[src/rtl/apb_master_rmw_if.sv]
// apb_master_rmw_if: command, response and APB bus signals of the RMW APB master
interface apb_master_rmw_if #(
  parameter int ADDR_W = 32,
  parameter int DATA_W = 32
);
  logic              cmd_valid;
  logic              cmd_ready;
  logic [1:0]        cmd_op;
  logic [ADDR_W-1:0] cmd_addr;
  logic [DATA_W-1:0] cmd_wdata;
  logic              rsp_valid;
  logic [DATA_W-1:0] rsp_rdata;
  logic              rsp_err;
  logic              rsp_timeout;
  logic              psel;
  logic              penable;
  logic [ADDR_W-1:0] paddr;
  logic              pwrite;
  logic [DATA_W-1:0] pwdata;
  logic              pready;
  logic [DATA_W-1:0] prdata;
  logic              pslverr;
  modport master (
    input  cmd_valid, cmd_op, cmd_addr, cmd_wdata, pready, prdata, pslverr,
    output cmd_ready, rsp_valid, rsp_rdata, rsp_err, rsp_timeout,
           psel, penable, paddr, pwrite, pwdata
  );
  modport slave (
    output cmd_valid, cmd_op, cmd_addr, cmd_wdata, pready, prdata, pslverr,
    input  cmd_ready, rsp_valid, rsp_rdata, rsp_err, rsp_timeout,
           psel, penable, paddr, pwrite, pwdata
  );
endinterface

[src/rtl/apb_master_rmw.sv]
// apb_master_rmw: command-driven APB master with read, write, RMW add and wait-state timeout
module apb_master_rmw #(
  parameter int ADDR_W  = 32,
  parameter int DATA_W  = 32,
  parameter int TIMEOUT = 16,
  parameter int TO_W    = 5
) (
  input logic clk,
  input logic rst,
  apb_master_rmw_if.master bus
);
  typedef enum logic [1:0] {IDLE, SETUP, ACCESS} state_t;
  localparam logic [TO_W-1:0] TO_LAST = TO_W'(TIMEOUT == 0 ? 0 : TIMEOUT - 1);
  state_t state, state_nx;
  logic rmw, rmw_rd, expire;
  logic [DATA_W-1:0] rd_lat;
  logic [TO_W-1:0] cnt;
  // an RMW is in its read phase until the write direction is switched on
  assign rmw_rd = rmw && !bus.pwrite;
  // the wait that would push the counter to TIMEOUT aborts instead
  assign expire = TIMEOUT != 0 && !bus.pready && cnt == TO_LAST;
  assign bus.cmd_ready = state == IDLE;
  assign bus.psel = state != IDLE;
  assign bus.penable = state == ACCESS;
  // next state: successful RMW read phase loops straight back to SETUP
  always_comb begin
    state_nx = state;
    case (state)
      IDLE:    state_nx = bus.cmd_valid ? SETUP : IDLE;
      SETUP:   state_nx = ACCESS;
      ACCESS:  state_nx = bus.pready ? (rmw_rd && !bus.pslverr ? SETUP : IDLE) : expire ? IDLE : ACCESS;
      default: state_nx = IDLE;
    endcase
  end
  // state register
  always_ff @(posedge clk or posedge rst) begin
    if (rst) state <= IDLE;
    else state <= state_nx;
  end
  // bus-side registers, wait counter and one-cycle response; during an RMW read
  // phase pwdata holds the addend so the write data is prdata + pwdata
  always_ff @(posedge clk or posedge rst) begin
    if (rst) begin
      bus.paddr <= '0;
      bus.pwrite <= 1'b0;
      bus.pwdata <= '0;
      rmw <= 1'b0;
      rd_lat <= '0;
      cnt <= '0;
      bus.rsp_valid <= 1'b0;
      bus.rsp_rdata <= '0;
      bus.rsp_err <= 1'b0;
      bus.rsp_timeout <= 1'b0;
    end else begin
      bus.rsp_valid <= 1'b0;
      bus.rsp_rdata <= '0;
      bus.rsp_err <= 1'b0;
      bus.rsp_timeout <= 1'b0;
      if (state == IDLE && bus.cmd_valid) begin
        bus.paddr <= bus.cmd_addr;
        bus.pwrite <= bus.cmd_op == 2'b01;
        bus.pwdata <= bus.cmd_wdata;
        rmw <= bus.cmd_op == 2'b10;
      end
      if (state == SETUP) cnt <= '0;
      if (state == ACCESS) begin
        if (bus.pready && rmw_rd && !bus.pslverr) begin
          bus.pwrite <= 1'b1;
          bus.pwdata <= bus.prdata + bus.pwdata;
          rd_lat <= bus.prdata;
        end else if (bus.pready || expire) begin
          bus.rsp_valid <= 1'b1;
          bus.rsp_err <= bus.pslverr || !bus.pready;
          bus.rsp_timeout <= !bus.pready;
          bus.rsp_rdata <= !bus.pready ? '0 : bus.pwrite ? (rmw ? rd_lat : '0) : bus.prdata;
        end else cnt <= cnt + 1'b1;
      end
    end
  end
endmodule
[src/flat_wrapper.sv]
// flat-port wrapper written by rule: the top's interface ports become plain ports
module apb_master_rmw_flat 
#(
  parameter int ADDR_W  = 32,
  parameter int DATA_W  = 32,
  parameter int TIMEOUT = 16,
  parameter int TO_W    = 5
)
  (clk, rst, bus_cmd_valid, bus_cmd_op, bus_cmd_addr, bus_cmd_wdata, bus_pready, bus_prdata, bus_pslverr, bus_cmd_ready, bus_rsp_valid, bus_rsp_rdata, bus_rsp_err, bus_rsp_timeout, bus_psel, bus_penable, bus_paddr, bus_pwrite, bus_pwdata);
  apb_master_rmw_if #(.ADDR_W(ADDR_W), .DATA_W(DATA_W)) bus_i ();
  input logic clk;
  input logic rst;
  input wire logic [$bits(bus_i.cmd_valid)-1:0] bus_cmd_valid;
  input wire logic [$bits(bus_i.cmd_op)-1:0] bus_cmd_op;
  input wire logic [$bits(bus_i.cmd_addr)-1:0] bus_cmd_addr;
  input wire logic [$bits(bus_i.cmd_wdata)-1:0] bus_cmd_wdata;
  input wire logic [$bits(bus_i.pready)-1:0] bus_pready;
  input wire logic [$bits(bus_i.prdata)-1:0] bus_prdata;
  input wire logic [$bits(bus_i.pslverr)-1:0] bus_pslverr;
  output wire logic [$bits(bus_i.cmd_ready)-1:0] bus_cmd_ready;
  output wire logic [$bits(bus_i.rsp_valid)-1:0] bus_rsp_valid;
  output wire logic [$bits(bus_i.rsp_rdata)-1:0] bus_rsp_rdata;
  output wire logic [$bits(bus_i.rsp_err)-1:0] bus_rsp_err;
  output wire logic [$bits(bus_i.rsp_timeout)-1:0] bus_rsp_timeout;
  output wire logic [$bits(bus_i.psel)-1:0] bus_psel;
  output wire logic [$bits(bus_i.penable)-1:0] bus_penable;
  output wire logic [$bits(bus_i.paddr)-1:0] bus_paddr;
  output wire logic [$bits(bus_i.pwrite)-1:0] bus_pwrite;
  output wire logic [$bits(bus_i.pwdata)-1:0] bus_pwdata;
  assign bus_i.cmd_valid = bus_cmd_valid;
  assign bus_i.cmd_op = bus_cmd_op;
  assign bus_i.cmd_addr = bus_cmd_addr;
  assign bus_i.cmd_wdata = bus_cmd_wdata;
  assign bus_i.pready = bus_pready;
  assign bus_i.prdata = bus_prdata;
  assign bus_i.pslverr = bus_pslverr;
  assign bus_cmd_ready = bus_i.cmd_ready;
  assign bus_rsp_valid = bus_i.rsp_valid;
  assign bus_rsp_rdata = bus_i.rsp_rdata;
  assign bus_rsp_err = bus_i.rsp_err;
  assign bus_rsp_timeout = bus_i.rsp_timeout;
  assign bus_psel = bus_i.psel;
  assign bus_penable = bus_i.penable;
  assign bus_paddr = bus_i.paddr;
  assign bus_pwrite = bus_i.pwrite;
  assign bus_pwdata = bus_i.pwdata;
  apb_master_rmw #(.ADDR_W(ADDR_W), .DATA_W(DATA_W), .TIMEOUT(TIMEOUT), .TO_W(TO_W)) u_core (.clk(clk), .rst(rst), .bus(bus_i));
endmodule
[config.mk]
export PLATFORM = sky130hd
export DESIGN_NAME = apb_master_rmw_flat
export DESIGN_NICKNAME = d
export VERILOG_FILES = /design/src/rtl/apb_master_rmw_if.sv /design/src/rtl/apb_master_rmw.sv /design/src/flat_wrapper.sv
export SDC_FILE = /design/constraint.sdc
export NUM_CORES = 1
export LEC_CHECK = 0
export ABC_AREA = 0
export CAP_MARGIN = 25
export CORE_ASPECT_RATIO = 1.1
export CORE_MARGIN = 1.5
export CORE_UTILIZATION = 49
export CTS_CLUSTER_DIAMETER = 120
export DETAILED_ROUTE_END_ITERATION = 6
export PLACE_DENSITY = 0.85
export SLEW_MARGIN = 0
export SYNTH_ARGS = -nofsm -noshare
export SYNTH_HDL_FRONTEND = slang
export SYNTH_SLANG_ARGS = --single-unit
[constraint.sdc]
create_clock -name clk -period 6.17 [get_ports clk]
set_input_delay 1.234 -clock clk [delete_from_list [all_inputs] [get_ports clk]]
set_output_delay 1.234 -clock clk [all_outputs]
set_load 0.05 [all_outputs]
=== Yosys cells after proc, flatten, opt, wreduce, memory -nomap -nowiden ===
Index checks and enable logic that the tools add are counted.

* Mux-type cells: 30
* Reduce and logical (&&, ||, !) cells: 14
* $add $sub $neg: 2
* Eq/ne operators: 5

{| class="wikitable"
|+ Operators by type and width
! kind !! number
|-
| two-way mux 32 bit || 9
|-
| adder 32 bit || 1
|-
| two-way mux 5 bit || 4
|-
| two-way mux 1 bit || 14
|-
| logical AND 1 bit || 6
|-
| one-hot mux 2 bit (3 select lines) || 1
|-
| adder 5 x 1 -> 5 bit, second input constant || 1
|-
| equality test 5 x 4 -> 1 bit, second input constant || 1
|-
| equality test 2 x 1 -> 1 bit, second input constant || 2
|-
| equality test 2 bit, second input constant || 2
|-
| two-way mux 2 bit || 2
|-
| zero test 1 bit || 3
|-
| zero test 2 bit || 1
|-
| logical OR 1 bit || 2
|-
| AND reduction 2 bit || 1
|-
| nonzero test 2 bit || 1
|}

* Word-level logic and storage cells: 62
* Flip-flop bits (word level): 140
* Bits of input ports: 103
* Output and inout port bits: 103

=== Depth between registers and ports, before layout ===
* Depth in word-level cells: 6
* Gate-level depth with buffers: 10

=== Worst setup path after synthesis ===
No wires, ideal clock.

* Path kind: in2reg
* From: in bus_prdata[0]
* To: reg u_core.bus.pwdata[30] (netlist bit)
* Stages on the path: 10
* Arrival time: 3.263 ns
* Data required time: 6.050 ns
* Setup slack: 2.788 ns
* Cells stage by stage: ha_1 > fa_1 > a21oi_1 > o21ai_2 > a31oi_4 > o21ai_2 > o21ai_2 > nor4_1 > or3_1 > a31o_1

* Longest elaborated chain between the ends: 3

{| class="wikitable"
|+ Ends and longest elaborated chain
! item !! RTL line !! source
|-
| start: declaration || flat_wrapper.sv:18 || <nowiki>input wire logic [$bits(bus_i.prdata)-1:0] bus_prdata;</nowiki>
|-
| adder 32 bit || apb_master_rmw.sv:69 || <nowiki>bus.pwdata <= bus.prdata + bus.pwdata;</nowiki>
|-
| two-way mux 32 bit || apb_master_rmw.sv:67 || <nowiki>if (bus.pready && rmw_rd && !bus.pslverr) begin</nowiki>
|-
| two-way mux 32 bit || apb_master_rmw.sv:66 || <nowiki>if (state == ACCESS) begin</nowiki>
|-
| end signal: assignment || apb_master_rmw.sv:62 || <nowiki>bus.pwdata <= bus.cmd_wdata;</nowiki>
|-
| end signal: assignment || apb_master_rmw.sv:69 ||
|-
| end: declaration || apb_master_rmw_if.sv:26 || <nowiki>psel, penable, paddr, pwrite, pwdata</nowiki>
|}

No other way between the ends.
A chain may end at the register's enable or synchronous reset.

=== Worst setup path after layout ===
Same ends and word-level chain as after synthesis.

==> impl_metrics.env <==
export IMPL_postRouteWirelength_mm=20.8
export IMPL_io_pins=206
export IMPL_detailed_place_hpwl_mm=14.1
export IMPL_worstRegToRegCells=10
export IMPL_cp_end_kind="flip-flop"
export IMPL_finalCritPeriodShare_pct=59.6
export IMPL_clk_latency_ps=420
export IMPL_pwr_share_comb_pct=54.7
export IMPL_slew_viol_final=0
export IMPL_yosys_cell_count_top_type="nand2_1"
export IMPL_initial_core_util_pct=50.0
export IMPL_synthToLayoutAreaGrowth_pct=38.0
export IMPL_clock_sinks=140
export IMPL_clkTransAtPathRegs_ps=50
export IMPL_synth_edf_count=0
export IMPL_switching_power_mw=2.68
export IMPL_synth_top_area_share_pct=46.7
export IMPL_vias_per_cell=5.65
export IMPL_timing_slew_headroom_pct=43.4
export IMPL_crit_path_cell_trace="clkdlybuf4s50_1, ha_1, fa_1, a21oi_1, o21ai_2, a31oi_4, o21ai_2, o21ai_2, nor4_1, or3_1, a31o_1"
export IMPL_synth_cell_type_count=63
export IMPL_die_h_um=133
export IMPL_cp_max_fo=3
export IMPL_ys_seq_elements=140
export IMPL_pwr_share_clk_pct=19.4
export IMPL_rr_endpoint="u_core.bus.pwdata[30]$_DFF_PP0_"
export IMPL_ctsHoldBuffers=0
export IMPL_violations="design-rule violations"
export IMPL_fillerInstances=1156
export IMPL_drtAntennaViolNets=0
export IMPL_synthFlopType="dfrtp_1"
export IMPL_powerDensity_mw_per_mm2=560
export IMPL_syn_num_nets=1011
export IMPL_clock_skew_ps=8.43
export IMPL_setup_slack_ps=2490
export IMPL_p_leak_nw=4.76
export IMPL_routedWlPerCell_um=16.5
export IMPL_yosysWarnings=0
export IMPL_hold_violations=0
export IMPL_cp_required_ps=6480
export IMPL_cp_num_cells=11
export IMPL_cts_root_buf="clkbuf_16"
export IMPL_period_needed_ps=3680
export IMPL_cts_resized_gates=0
export IMPL_synth_commonest_cells="nand2_1, dfrtp_1, a21oi_1, clkbuf_1, nand3_1"
export IMPL_seq_power_share_pct=26.0
export IMPL_async_reset_ff_share_pct=100
export IMPL_die_w_um=121
export IMPL_drv_cap=0
export IMPL_cts_tree="done"
export IMPL_synth_largest_area_cell="dfrtp_1"
export IMPL_gp_congestion=0.841
export IMPL_grt_pass1_vias=6904
export IMPL_yosysSeqAreaShare_pct=46.7
export IMPL_cts_setup_buffers=0
export IMPL_setup_viol=0
export IMPL_multi_input_area_mm2=0.00379
export IMPL_power_internal_mw=3.12
export IMPL_post_place_ws_ps=2080
export IMPL_h_tree_depth=4
export IMPL_crit_end="u_core.bus.pwdata[30]$_DFF_PP0_"
export IMPL_grt_pass1_wl_mm=34.0
export IMPL_cp_startpoint="bus_prdata[0]"
export IMPL_peakVddDrop_v=0.000404
export IMPL_worstMarginPinSlew_ps=849
export IMPL_syn_area_per_cell_um2=8.58
export IMPL_switching_share_pct=46.2
export IMPL_hp_class="flip-flop to flip-flop"
export IMPL_timing_critical_path_mode_cell="o21ai_2"
export IMPL_critPathKind="input pin to flip-flop"
export IMPL_place_port_buffers=205
export IMPL_critPathTopFamily="compound AO/OA/AOI/OAI gates"
export IMPL_grt_antenna_before_repair=0
export IMPL_drt_pass1_iterations=7
export IMPL_antennaDiodeCount=0
export IMPL_fmaxAchievable_ghz=0.272
export IMPL_syn_inst=874
export IMPL_grt_usage_pct=26.5
export IMPL_rsz0062_at_grt="no"
export IMPL_reg2reg_slack_ps=3390
export IMPL_setup_tns_ps=0
export IMPL_cp_slowest_stage_delay_ps=470
export IMPL_core_area_mm2=0.0150
export IMPL_cts_buffers=17
export IMPL_critPathLaunchType="input pin"
export IMPL_die_area_mm2=0.0161
export IMPL_drive_gt1_share_pct=5.79
export IMPL_synthTopCellsByArea="dfrtp_1, nand2_1, ha_1"
export IMPL_worstPathArrival_ps=3980
export IMPL_critPathBufInv=1
export IMPL_status="finished with violations"
export IMPL_register_area_mm2=0.00350
export IMPL_drt_iter0_markers=602
export IMPL_grt_max_degree=95
export IMPL_r2r_start="u_core.bus.pwdata[0]$_DFF_PP0_"
export IMPL_syn_area_mm2=0.00750
export IMPL_drc=2
export IMPL_critPathSlowestCell="clkdlybuf4s50_1"
export IMPL_final_nets=1194
export IMPL_overflow=0
export IMPL_num_vias=7148
export IMPL_cts_buffer_depth=2
export IMPL_num_rows=47
logic make-up after synthesis:
logic type,synth area share (%)
mux,0.667
simple gates,24.8
xor+xnor,3.04
fa+ha+maj,5.77
flops,46.7
buf+inv,2.97
compound gates,16.0
worst min-delay path by stage:
stage	end	slack, ps	from	depth (start not counted)
floorplan	u_core.rd_lat[10]$_DFFE_PP0P_	450	u_core.rd_lat[10]$_DFFE_PP0P_	2
global placement	u_core.rd_lat[23]$_DFFE_PP0P_	460	u_core.rd_lat[23]$_DFFE_PP0P_	2
detailed placement	u_core.rd_lat[2]$_DFFE_PP0P_	460	u_core.rd_lat[2]$_DFFE_PP0P_	2
CTS	u_core.rd_lat[27]$_DFFE_PP0P_	480	u_core.rd_lat[27]$_DFFE_PP0P_	2
global route	u_core.bus.paddr[24]$_DFFE_PP0P_	500	u_core.bus.paddr[24]$_DFFE_PP0P_	2
finish	u_core.rd_lat[24]$_DFFE_PP0P_	470	u_core.rd_lat[24]$_DFFE_PP0P_	2
worst register-to-register path: stages (launching register included):
cell     delay, ps
dfrtp_1        390
ha_1           250
fa_1           410
a21oi_1        290
o21ai_2        130
a31oi_4        250
o21ai_2        110
o21ai_2        210
nor4_1          90
or3_1          320
a31o_1         220
routing by layer:
layer / up-vias / share of wire [%] / global-route usage [%]
li1: 3358 / - / -
met3: 36 / 6.9 / 4.91
met5: - / 0 / 0
met2: 291 / 50 / 45.5
met4: 0 / 1.7 / 8.69
met1: 3463 / 41 / 33.8
metrics by stage:
stage	cell area (um^2)	total power, mW	instances	hold WS, ps	util [%]
after global placement	9700	4.58	1234	457	64.7
after floorplan	7500	3.70	874	445	-
after global routing	10300	6.11	1266	496	69.0
after detailed placement	9700	4.64	1234	462	64.7
final	10300	5.80	1266	474	69.0
after CTS	10300	5.79	1266	476	69.0
layout make-up:
type,instances,share of cell area (%)
multi-input combinational,675,36.6
sequential,140,33.9
timing repair buffer,213,20.4
clock buffer,23,4.81
tap,196,2.37
clock inverter,9,1.51
inverter,10,0.411
registers in the layout, summed over array words and instances (netlist names), 2 cells and up:
name                  count
u_core.cnt                5
u_core.bus.rsp_rdata     32
u_core.state              2
u_core.bus.paddr         32
u_core.bus.pwdata        32
u_core.rd_lat            32
cell usage in the layout (no fill, tap or decap), types with 3 or more instances in the layout:
| cell | count |
|---|---|
| a21oi_1 | 64 |
| nand3b_1 | 3 |
| a22o_1 | 4 |
| nand3_1 | 41 |
| o211ai_1 | 4 |
| nand4_1 | 6 |
| inv_1 | 7 |
| clkbuf_8 | 5 |
| clkbuf_16 | 17 |
| nand2b_1 | 34 |
| mux2i_1 | 5 |
| nor2b_1 | 3 |
| o21ai_1 | 6 |
| a21o_1 | 13 |
| a31oi_1 | 26 |
| o21ai_0 | 21 |
| o21ai_2 | 5 |
| ha_1 | 33 |
| nor3_1 | 6 |
| xor2_1 | 9 |
| dfrtp_1 | 139 |
| buf_4 | 8 |
| a211oi_1 | 5 |
| clkdlybuf4s50_1 | 205 |
| nor2_1 | 31 |
| nor4_1 | 3 |
| nand2_1 | 281 |
| xnor2_1 | 17 |
| bufinv_16 | 4 |
| and3_1 | 8 |
power by group through the flow:
stage	clock network, mW	logic [mW]	registers, mW
6_report	1.12	3.17	1.51
5_1_grt	1.17	3.39	1.55
4_1_cts	1.13	3.16	1.50
3_5_place_dp	0	3.13	1.51
3_3_place_gp	0	3.08	1.50
2_1_floorplan	0	1.43	2.28
Note: power is estimated with default switching activity, not from simulation.
